$ cat src/rtl/s2p_deser.sv
// s2p_deser: serial-to-parallel deserializer.
// Collects W serial bits, MSB first. A one-cycle start strobe marks the
// first bit of each word. The finished word appears on pout together with a
// one-cycle done pulse. Words may arrive back-to-back with no gap.
// All outputs come straight from registers, so no input reaches an output
// combinationally.
//
// Handshake: there is no back-pressure. On each rising edge where start=1,
// the sample on sin is the MSB of a new word; a start of that kind also
// abandons any partial word. done=1 for one cycle means pout was just loaded
// with a complete word. Otherwise pout holds its previous value.
module s2p_deser #(
    parameter int W = 4
) (
    input  logic         clk,
    input  logic         rst,
    input  logic         start,
    input  logic         sin,
    output logic [W-1:0] pout,
    output logic         done
);

    localparam int CW = $clog2(W + 1);

    typedef enum logic {
        IDLE  = 1'b0,
        SHIFT = 1'b1
    } state_t;

    // state_q stays visible so checkers can bind to the FSM state.
    state_t         state_q, state_d;
    logic [CW-1:0]  count_q, count_d;
    logic [W-1:0]   shreg_q, shreg_d;
    logic [W-1:0]   pout_q,  pout_d;
    logic           done_q,  done_d;

    // Word assembled from the bits held so far plus the bit on this edge.
    logic [W-1:0]   shifted;
    assign shifted = {shreg_q[W-2:0], sin};

    // Register all state. Reset overrides every other input.
    always_ff @(posedge clk) begin
        if (rst) begin
            state_q <= IDLE;
            count_q <= '0;
            shreg_q <= '0;
            pout_q  <= '0;
            done_q  <= 1'b0;
        end else begin
            state_q <= state_d;
            count_q <= count_d;
            shreg_q <= shreg_d;
            pout_q  <= pout_d;
            done_q  <= done_d;
        end
    end

    // Next-state logic. In every state, start begins a new word. In SHIFT,
    // the W-th bit completes the word.
    always_comb begin
        state_d = state_q;
        count_d = count_q;
        shreg_d = shreg_q;
        pout_d  = pout_q;
        done_d  = 1'b0;

        if (start) begin
            // A new MSB arrives. Any partial word is dropped without a done.
            shreg_d = {{(W-1){1'b0}}, sin};
            count_d = CW'(1);
            state_d = SHIFT;
        end else begin
            case (state_q)
                IDLE: begin
                    // No frame is open, so sin is ignored.
                end
                SHIFT: begin
                    shreg_d = shifted;
                    count_d = count_q + CW'(1);
                    if (count_q == CW'(W - 1)) begin
                        pout_d  = shifted;
                        done_d  = 1'b1;
                        count_d = '0;
                        state_d = IDLE;
                    end
                end
                default: state_d = IDLE;
            endcase
        end
    end

    assign pout = pout_q;
    assign done = done_q;

endmodule

$ cat config.mk
export PLATFORM = sky130hd
export DESIGN_NAME = s2p_deser
export DESIGN_NICKNAME = d
export VERILOG_FILES = /design/src/rtl/s2p_deser.sv
export SDC_FILE = /design/constraint.sdc
export NUM_CORES = 1
export LEC_CHECK = 0
export BUFFER_PORTS_ARGS = -buffer_cell sky130_fd_sc_hd__clkbuf_2
export CORE_AREA = 2 2 39 41
export DETAILED_ROUTE_END_ITERATION = 7
export DIE_AREA = 0 0 41 43
export GPL_ROUTABILITY_DRIVEN = 0
export PLACE_DENSITY_LB_ADDON = 0.3
export SKIP_CTS_REPAIR_TIMING = 1
export SYNTH_ARGS = -nofsm -noshare
export SYNTH_HDL_FRONTEND = slang
export SYNTH_SLANG_ARGS = --single-unit
$ cat constraint.sdc
create_clock -name clk -period 1.6 [get_ports clk]
set_input_delay 0.4 -clock clk [delete_from_list [all_inputs] [get_ports clk]]
set_output_delay 0.4 -clock clk [all_outputs]
set_load 0.01 [all_outputs]
; After elaboration in Yosys (flattened, before gate mapping)
; Cells that the tools add are included.
[totals]
register_bits = 12
in_bits = 4
output_inout_bits = 5
[classes]
n_addsub = 1
n_eq_ne = 1
muxes = 9
bitwise = 2
n_reduce_logical = 4
[op_table]
columns = cell, n
row1 = $mux 1, 8
row2 = $add 3x1->3 const B, 1
row3 = $eq 3x2->1 const B, 1
row4 = $mux 3, 1
row5 = $reduce_and 3->1, 1
row6 = $reduce_or 3->1, 1
row7 = $not 1->1, 2
row8 = $reduce_bool 2->1, 1
row9 = $reduce_or 2->1, 1

; Logic depth before layout (Yosys ltp)
[logic_depth]
word_depth = 4
mapped_depth = 5

; Worst setup path before layout
; OpenSTA, ideal clock, no wires.
[synth_timing]
kind = input port to flip-flop
start = input port start
end = register pout_q[0], in the netlist pout[0]
setup_ns = 0.128
t_arrival_ns = 1.153
required_ns = 1.472
slack_ns = 0.319
stages = 5
path_cell_list = buf_4 > and4bb_2 > buf_4 > mux2i_1 > nor2_1
[synth_via]
elab_chain_len = 2
[synth_rtl]
columns = element, line_no
row1 = start: declaration, 17  ; input logic start,
row2 = $not 1->1 (no source line), --
row3 = $reduce_and 3->1 (no source line), --
row4 = end signal: assignment, 53  ; pout_q <= pout_d;
row5 = end: declaration, 34  ; logic [W-1:0] pout_q, pout_d;
; No other way between the ends.
; A chain may end at the register's enable or synchronous reset.

; Worst setup path after layout
[layout_timing]
start = register count_q[0]
end = register pout_q[3], in the netlist pout[3]
[layout_via]
elab_chain_len = 2
[layout_rtl]
columns = element, line_no
row1 = start: declaration, 32  ; logic [CW-1:0] count_q, count_d;
row2 = start signal: assignment, 51  ; count_q <= count_d;
row3 = $eq 3x2->1, 80  ; if (count_q == CW'(W - 1)) begin
row4 = $reduce_and 3->1 (no source line), --
; No other way between the ends.

==> results.cfg <==
[sta]
hold_violations = 0
tightest_slew_ns = 0.232
max_freq_ghz = 0.811
rsz0062_at_grt = no
slew_headroom = 0.845
finalSetupTns_ns = 0
maxSlewViolCount = 0
post-route-min-period_ns = 1.23
fin_crit_sh = 0.770
worst_slack_ns = 0.367
setup_violations = 0
finalClockSkew_ns = 0.00116

[synth]
synthArstFlopShare = 0
synth_xor_area_frac = 0
yosys-top-cells-count = dfxtp_1 (12), mux2i_1 (7), nor2_1 (7)
syn_nets = 52
ys_seq_area_frac = 0.518
ys_ff_latch = 12
synth_flop_cell = dfxtp_1
synth_top_area_share = 0.518
yosysTopAreaCell = dfxtp_1
ys_top_cells_by_area = dfxtp_1 (52%), mux2i_1 (15%), nor2_1 (5.7%)
synth-simple-area-share = 0.175
synth_most_common_cell = dfxtp_1
synth_area_um2 = 464
synth_top_family_by_area = simple AND/OR/NAND/NOR gates
synth-compound-area-share = 0.0647
syn_inst = 47
synthAdderAreaFrac = 0.0270
synth.distinct_cells = 15
yosys_warnings = 0
synth.avg_cell_area_um2 = 9.88
synth_mux_area_frac = 0.151
synth-edff-count = 0

[route]
vias = 327
dr.first_iter.drc_count = 3
firstDrtPassIters = 2
route.detailed.drc = 0
drt_wl_total_um = 712
wl_per_cell_um = 9.89
via_per_inst = 4.54
detail-route-antenna-nets = 0

[min_path]
holdCritPathClass = primary input to register
min_from = sin

[pwr]
leakage_nw = 0.223
clkPwrFrac = 0.408
power_w = 0.000581
p_sw_w = 0.000122
internal-power_w = 0.000458
peakVddDrop_uv = 437
seq_power_share = 0.533
p_per_area_mw_per_mm2 = 1070
power_frac_comb = 0.059
sw_frac_of_total = 0.211

[clock_network]
cts_max_level = 1
cts_buffers = 3
clk_latency_ns = 0.26
cts.path.max_buffers = 2
cts_root_buf = clkbuf_4
clock_sinks = 12
cts.reportedPaths.clkPinSlew_ns = 0.08
tritoncts = yes

[final_layout]
drive_above_1_share = 0.250
antenna-diode-count = 0
fill_cells = 143
num-nets-final = 62
final_cell_count_no_fill = 72
syn_to_final_growth_pct = 16.7

[worst_setup_path]
worstSetupEndpointType = register
rrSetupSlack_ns = 0.37
cp.arrival_ns = 1.39
crit_path_start = count_q[0]$_SDFFE_PP0P_
r2r-end = pout[3]$_SDFFE_PP0P_
critical_path_class = register to register
cp_max_fo = 5
r2r-start = count_q[0]$_SDFFE_PP0P_
crit_path_start_kind = register
crit_end = pout[3]$_SDFFE_PP0P_
crit_required_ns = 1.76
worstRegToRegCells = 4

[placed_design]
dp_slack_ns = 0.256
io_buffers = 8
post-place-cells = 68
hpwl_um = 524

[grt]
grt_pass1_vias = 297
antenna_found_initial = 0
grt_pass1_wl_mm = 1.26
grtUsageTotal = 0.109
globalRouteOverflowTotal = 0
grt_max_degree = 13

[floorplanning]
die_w_um = 41
rows = 14
coreArea_mm2 = 0.00138
floorplan.die_area_mm2 = 0.00176
initial_utilization = 0.335
fp.dieH_um = 43
num_io_pins = 9

[status]
outcome = completed

[run]
drv_cap = 0
==> cells by family (layout without fill, tap and decap cells) <==
group                    after synthesis  count (layout)
AND/OR/NAND/NOR                       16              16
flip-flops                            12              12
multiplexers                           7               7
AO/OA/AOI/OAI                          6               6
buffers and inverters                  5              14
adder cells (fa/ha/maj)                1               1
==> per-stage QoR <==
step | instance area (um2) | hold WS, ns | utilization
4_1_cts | 542 | 0.400 | 0.392
3_3_place_gp | 505 | 0.437 | 0.365
5_1_grt | 542 | 0.423 | 0.392
2_1_floorplan | 464 | 0.415 | -
3_5_place_dp | 505 | 0.441 | 0.365
6_report | 542 | 0.401 | 0.392
==> per-layer routing <==
layer,part of all wire,up-vias,GRT usage
met3,0.055,2,0.0314
met5,0,-,0
li1,-,177,-
met2,0.45,6,0.153
met1,0.48,142,0.135
met4,0.014,0,0.0800
==> worst max-delay path, cell delays in order, from the launching register on <==
cell and delay [ns]:
dfxtp_1 0.35, ha_1 0.19, and4bb_2 0.33, mux2i_1 0.21
nor2_1 0.05
==> registers in the layout (all words and copies together) (netlist names) <==
name	cells
count_q	3
pout	4
shreg_q	3
done	1
state_q	1
==> power groups by stage <==
stage	Combinational [W]	Sequential, W	Clock (W)
5_1_grt	0.0000392	0.000310	0.000253
4_1_cts	0.0000346	0.000309	0.000241
3_3_place_gp	0.0000342	0.000317	0
2_1_floorplan	0.0000281	0.000315	0
3_5_place_dp	0.0000344	0.000317	0
6_report	0.0000342	0.000309	0.000237
==> layout by cell type (no fill, tap or decap) <==
cell	Yosys	routed
a21oi_1	5	5
and4bb_2	1	1
buf_4	3	1
clkbuf_2	0	8
clkbuf_4	0	3
clkbuf_8	0	1
dfxtp_1	12	12
ha_1	1	1
inv_1	1	1
mux2i_1	7	7
nand2_1	2	2
nand2b_1	1	1
nand3b_1	1	1
nor2_1	7	7
nor2b_1	1	1
nor3_1	3	3
o21ai_0	1	1
==> how the worst min path moves through the flow <==
stage / end / depth (start not counted) / slack, ns
after global routing: shreg_q[0]$_SDFFE_PP0P_ / 3 / 0.42
after global placement: count_q[2]$_SDFFE_PP0P_ / 2 / 0.44
after detailed placement: count_q[2]$_SDFFE_PP0P_ / 2 / 0.44
final: pout[0]$_SDFFE_PP0P_ / 3 / 0.40
after floorplan: count_q[2]$_SDFFE_PP0P_ / 2 / 0.42
after CTS: shreg_q[0]$_SDFFE_PP0P_ / 3 / 0.40
==> cell type report <==
type                    count  area, um2  share of cell area
inverters                   1       3.75             0.00693
multi-input cells          30        194               0.358
flip-flops and latches     12        240               0.443
repair buffers              9       47.5              0.0878
clock buffers               4       36.3              0.0670
well taps                  16       20.0              0.0370
Note: power is estimated with default switching activity, not from simulation.
